$ cat src/rtl/loader_pkg.sv
// loader_pkg: shared definitions for the program loader.
//   state_t        - loader FSM states
//   HDR_BYTES      - bytes in the little-endian word-count header
//   BYTES_PER_WORD - bytes per instruction word
//   CSUM_W         - width of the running checksum
package loader_pkg;

   typedef enum logic [2:0] {
      ST_LEN   = 3'd0,
      ST_DATA  = 3'd1,
      ST_CSUM  = 3'd2,
      ST_DONE  = 3'd3,
      ST_ERROR = 3'd4
   } state_t;

   localparam int HDR_BYTES      = 4;
   localparam int BYTES_PER_WORD = 4;
   localparam int CSUM_W         = 8;

endpackage

$ cat src/rtl/loader_byte_packer.sv
// loader_byte_packer: assembles 4 accepted bytes into a little-endian word.
//   clk, rst      - clock, synchronous active-low reset
//   clear         - drop any partial word (restart of a load)
//   byte_en       - a byte is accepted this cycle
//   byte_in       - the accepted byte
//   word          - {byte_in, stored bytes 2..0}; valid when word_done=1
//   word_done     - this cycle's byte completes a word
// The 4th byte is not stored: the word is presented combinationally on the
// accepting cycle so the consumer can register it without an extra stage.
module loader_byte_packer
   import loader_pkg::*;
(
   input  logic        clk,
   input  logic        rst,
   input  logic        clear,
   input  logic        byte_en,
   input  logic [7:0]  byte_in,
   output logic [31:0] word,
   output logic        word_done
);

   localparam int IDX_W = $clog2(BYTES_PER_WORD);

   logic [IDX_W-1:0] idx;
   logic [23:0]      lo;

   always_ff @(posedge clk) begin
      if (!rst || clear) begin
         idx <= '0;
         lo  <= '0;
      end else if (byte_en) begin
         idx <= idx + IDX_W'(1);
         case (idx)
            2'd0:    lo[7:0]   <= byte_in;
            2'd1:    lo[15:8]  <= byte_in;
            2'd2:    lo[23:16] <= byte_in;
            default: ;
         endcase
      end
   end

   assign word      = {byte_in, lo};
   assign word_done = byte_en && (idx == IDX_W'(BYTES_PER_WORD - 1));

endmodule

$ cat src/rtl/program_loader.sv
// program_loader: loads an instruction image from a byte stream into IMEM.
// Stream: 4-byte LE word count N, N LE words, one 8-bit additive checksum.
//   clk, rst            - clock, synchronous active-low reset
//   in_valid/in_data    - byte stream input; in_ready accepts it
//   load_start          - restart a load from DONE or ERROR
//   imem_we/addr/wdata  - one registered write per completed word
//   cpu_hold            - CPU held in reset unless load is DONE
//   done / error        - load succeeded / failed
module program_loader
   import loader_pkg::*;
#(
   parameter int ADDR_WIDTH = 12
) (
   input  logic                  clk,
   input  logic                  rst,
   input  logic                  in_valid,
   input  logic [7:0]            in_data,
   output logic                  in_ready,
   input  logic                  load_start,
   output logic                  imem_we,
   output logic [ADDR_WIDTH-1:0] imem_addr,
   output logic [31:0]           imem_wdata,
   output logic                  cpu_hold,
   output logic                  done,
   output logic                  error
);

   // Largest legal word count is the full memory, 2^ADDR_WIDTH.
   localparam logic [32:0] CAP = 33'(1) << ADDR_WIDTH;

   state_t              state, state_nx;
   logic                accept, pk_en, pk_done, restart, last_word;
   logic [31:0]         pk_word;
   logic [CSUM_W-1:0]   csum;
   logic [ADDR_WIDTH:0] n_words, word_cnt;

   // Outputs decode from state only, so in_data never reaches an output.
   assign in_ready = (state == ST_LEN) || (state == ST_DATA) || (state == ST_CSUM);
   assign done     = (state == ST_DONE);
   assign error    = (state == ST_ERROR);
   assign cpu_hold = (state != ST_DONE);

   assign accept    = in_valid && in_ready;
   assign pk_en     = accept && ((state == ST_LEN) || (state == ST_DATA));
   assign restart   = load_start && ((state == ST_DONE) || (state == ST_ERROR));
   assign last_word = (word_cnt + (ADDR_WIDTH+1)'(1)) == n_words;

   // Header and data share the packer; its lane index is the byte counter.
   loader_byte_packer u_packer (
      .clk       (clk),
      .rst       (rst),
      .clear     (restart),
      .byte_en   (pk_en),
      .byte_in   (in_data),
      .word      (pk_word),
      .word_done (pk_done)
   );

   always_ff @(posedge clk) begin
      if (!rst) state <= ST_LEN;
      else      state <= state_nx;
   end

   always_comb begin
      state_nx = state;
      case (state)
         ST_LEN: begin
            if (pk_done) begin
               if ({1'b0, pk_word} > CAP) state_nx = ST_ERROR;
               else if (pk_word == 32'd0) state_nx = ST_CSUM;
               else                       state_nx = ST_DATA;
            end
         end
         ST_DATA:  if (pk_done && last_word) state_nx = ST_CSUM;
         ST_CSUM:  if (accept) state_nx = (in_data == csum) ? ST_DONE : ST_ERROR;
         ST_DONE,
         ST_ERROR: if (load_start) state_nx = ST_LEN;
         default:  state_nx = ST_LEN;
      endcase
   end

   always_ff @(posedge clk) begin
      if (!rst) begin
         imem_we    <= 1'b0;
         imem_addr  <= '0;
         imem_wdata <= '0;
         csum       <= '0;
         n_words    <= '0;
         word_cnt   <= '0;
      end else begin
         imem_we <= 1'b0;
         if (restart) begin
            imem_addr <= '0;
            csum      <= '0;
            n_words   <= '0;
            word_cnt  <= '0;
         end else begin
            if (pk_en) csum <= csum + in_data;
            // Only consumed when N fits, so truncation of oversized N is harmless.
            if (state == ST_LEN && pk_done) n_words <= pk_word[ADDR_WIDTH:0];
            if (state == ST_DATA && pk_done) begin
               imem_we    <= 1'b1;
               imem_addr  <= word_cnt[ADDR_WIDTH-1:0];
               imem_wdata <= pk_word;
               word_cnt   <= word_cnt + (ADDR_WIDTH+1)'(1);
            end
         end
      end
   end

endmodule

$ cat config.mk
export PLATFORM = sky130hd
export DESIGN_NAME = program_loader
export DESIGN_NICKNAME = d
export VERILOG_FILES = /design/src/rtl/loader_pkg.sv /design/src/rtl/loader_byte_packer.sv /design/src/rtl/program_loader.sv
export SDC_FILE = /design/constraint.sdc
export NUM_CORES = 1
export LEC_CHECK = 0
export ABC_AREA = 1
export CAP_MARGIN = 0
export CORE_UTILIZATION = 58
export CTS_BUF_LIST = sky130_fd_sc_hd__clkbuf_8
export CTS_CLUSTER_DIAMETER = 50
export CTS_CLUSTER_SIZE = 30
export DETAILED_ROUTE_END_ITERATION = 16
export PLACE_DENSITY = 0.82
export SLEW_MARGIN = 20
export SYNTH_ARGS = -nofsm -noshare
export SYNTH_HDL_FRONTEND = slang
export SYNTH_HIERARCHICAL = 1
export SYNTH_SLANG_ARGS = --single-unit
$ cat constraint.sdc
create_clock -name clk -period 3.4 [get_ports clk]
set_input_delay 1.02 -clock clk [delete_from_list [all_inputs] [get_ports clk]]
set_output_delay 1.02 -clock clk [all_outputs]
set_load 0.05 [all_outputs]
==> metrics.md <==
| Metric | Value |
|---|---|
| Yosys warns | 6 |
| Syn Nets | 787 |
| CTS HTree Levels | 3 |
| Setup violators final | 0 |
| Largest net degree at the start of global routing | 54 |
| N_diodes | 0 |
| Largest family of logic cells by synthesized area | simple AND/OR/NAND/NOR gates |
| # resized after CTS | 0 |
| Number of setup buffers added after CTS | 0 |
| Pre-CTS WS | 242 ps |
| DRT iter0 DRCs | 336 |
| Sequential area share after synthesis | 0.419 |
| Worst slew pin tran | 661 ps |
| Commonest non-fill, non-tap cells in the layout | 175 x nand2_1, 141 x nor2_1, 108 x dfxtp_1 |
| Tot GR Track Use | 0.285 |
| Max Transition Viols Final | 0 |
| Final Hold Viols | 0 |
| Post-synth top area share | 0.419 |
| Mapped Area | roughly 5200 um2 |
| Vias | 4,965 |
| Initial core utilization | 0.595 |
| Slew HR | 0.559 |
| Most used cell along the critical path | inv_1 |
| Dpl hpwl | approximately 9.2 mm |
| Synth cell types | 39 |
| RSZ-0062 raised after global routing | no |
| Num CTS Buffers | 9 |
| Vias in the first global route | 4,401 |
| Final Non-Filler Cells | between 900 and 1,000 |
| Die W | 96.4 um |
| Via density per instance | 5.37 |
| Clock latency on the worst-skew pair | 380 ps |
| Req. time, crit path | 2380 ps |
| Peak supply drop | 0.314 mV |
| # rows | 34 |
| Final #Nets | 836 |
| Critical path fanouts, max | 5 |
| Dpl cells | 908 |
| CTS sink count | 108 |
| Status | completed |
| Synth Area in XOR/XNOR | 0.00509 |
| Hold Buf Count CTS | 0 |
| Avg Cell Area, Syn | between 6 and 7 um2 |
| Die area | 9290 um2 |
| Antenna violations before repair | 0 |
| Yosys reg bits | around 110 |
| Number of remaining DRC errors | 0 |
| Hold Crit Start | imem_addr[7]$_SDFFE_PP0P_ |
| WP buf/inv | 3 |
| Top delay family on crit path | buffers and inverters |
| Slowest CP cell | clkdlybuf4s50_1 |
| Max-cap violations | 0 |
| CP endpoint kind | output port |
| Fraction of synthesized area in multiplexers | 0 |
| Pwr dens | 495 nW/um2 |
| Fmax | about 320 MHz |
| Core region area | between 8000 and 9000 um2 |
| Synth Area in Simple Gates | 0.328 |
| Tmin final | 3150 ps |
| Pre-Repair DR Iteration Count | 5 |
| CTS clk-pin slew, worst paths | 110 ps |
| Fin Clk Skew | 13.7 ps |
| Share of layout cells above drive strength 1 | 0.0588 |
| Routed wire length | 12.8 mm |
| Syn-to-layout area delta | 16.5% |
| GRT overflow | 0 |
| Worst Path Arrival | 2130 ps |
| Hold Path Class | reg -> reg |
| Post-synthesis cell count | about 760 |
| R2r startpoint | state[1]$_SDFFE_PN0P_ |
| RD Place Congestion | 0.878 |
| CP Cell Sequence | inv_1, nor3_1, nor2_1, inv_1, clkdlybuf4s50_1 |
| TNS Setup | 0 ps |
| Most common cell after layout, fill and taps aside | nand2_1 |
| Global-route wire length before repair | 20.3 mm |
| Leading area contributor after synthesis | dfxtp_1 |
| Startpoint types | register |
| Synth Area in Compound Gates | 0.111 |
| PortBufs | 60 |
| Main area contributors after synthesis | dfxtp_1 42%, nand2_1 13%, nor2_1 10% |
| WP depth | 5 |
| WL/cell | 13.8 um |
| Top Ports | between 60 and 70 |
| Tcrit/Tclk final | 0.927 |
| Pleak | 2.69 nW |
| Crit Path Category | reg -> out |
| Synth Area in Adders | 0.0329 |
| Die Height | 96.4 um |
| Clk buf depth | 2 |
| Final ANT Viol Nets | 0 |
| Hold depth | 2 |
| Critical Path Max Stage Delay | 790 ps |
| Critical Path Start | state[1]$_SDFFE_PN0P_ |
| CTS tree | yes |
| Worst setup margin | 247 ps |
| Number of cells on the worst reg-to-reg path | 9 |
| Root Driver | clkbuf_8 |
==> state kept, by name, indices dropped and copies added, names as in the netlist <==
register      flops
u_packer/idx      2
word_cnt         13
imem_addr        12
imem_wdata       32
csum              8
n_words          13
imem_we           1
state             3
u_packer/lo      24
==> tightest hold or removal path: cells and delay by family, from the launching register on <==
kind / cells / cell delay, ps
AO/OA/AOI/OAI: 1 / 50
flip-flops: 1 / 330
AND/OR/NAND/NOR: 1 / 60
==> logic make-up after synthesis <==
kind of cell | count (synthesis)
adder cells (fa/ha/maj) | 13
AND/OR/NAND/NOR | 400
AO/OA/AOI/OAI | 110
XOR/XNOR | 3
buffers and inverters | 128
flip-flops | 108
==> Yosys cell counts <==
master	count
a211oi_1	1
nand3b_1	7
buf_2	7
o21a_1	1
o21ai_1	1
nand2_1	175
nor2_1	142
clkinv_1	1
nand4_1	3
buf_4	11
nand3_1	47
ha_1	12
nor3_2	1
xor2_1	2
nor3b_1	1
nor3_1	5
nor4_1	4
dfxtp_1	108
nor2_4	3
o21ai_0	47
a31oi_1	1
nand2_2	6
buf_1	1
fa_1	1
inv_2	1
or2_2	1
o21bai_1	2
nor2_8	1
a21oi_1	53
nor3_4	1
a22oi_1	1
nor2_2	3
a21oi_2	1
clkbuf_1	14
xnor2_1	1
o22ai_1	1
o211ai_1	1
clkbuf_4	2
inv_1	91
==> per-stage QoR <==
| stage | instance area, um2 | hold WS, ps | power (mW) | util |
|---|---|---|---|---|
| 5_1_grt | 6020 | 493 | 3.14 | 0.693 |
| 6_report | 6020 | 465 | 2.98 | 0.693 |
| 2_1_floorplan | 5160 | 441 | 2.00 | - |
| 4_1_cts | 6020 | 468 | 2.98 | 0.693 |
| 3_5_place_dp | 5820 | 451 | 2.20 | 0.670 |
| 3_3_place_gp | 5820 | 449 | 2.19 | 0.670 |
==> worst paths after layout <==
check	endpoint	slack, ps
worst max-delay path	in_ready	250
worst min-delay path	imem_addr[7]$_SDFFE_PP0P_	470
worst max register to register	csum[6]$_SDFFE_PP0P_	1230
worst min register to register	imem_addr[7]$_SDFFE_PP0P_	470
==> power breakdown <==
group / switching (mW) / total (mW) / internal [mW]
clock: 0.495 / 0.787 / 0.292
combinational: 0.474 / 0.726 / 0.252
sequential: 0.103 / 1.47 / 1.36
total: 1.07 / 2.98 / 1.91
==> cell type report <==
cell class | count | area (um2)
timing repair buffer | 73 | 698
clock buffer | 9 | 124
inverter | 93 | 349
clock inverter | 7 | 77.6
fill | 743 | 2660
sequential | 108 | 2160
tap | 108 | 135
multi-input combinational | 526 | 2470
==> layer usage <==
metal | up-vias | GRT usage | routed length (um)
li1 | 2480 | - | -
met1 | 2311 | 0.352 | 5490
met2 | 154 | 0.507 | 6430
met3 | 20 | 0.0506 | 602
met4 | 0 | 0.0821 | 250
met5 | - | 0 | 0
Note: power is estimated with default switching activity, not from simulation.
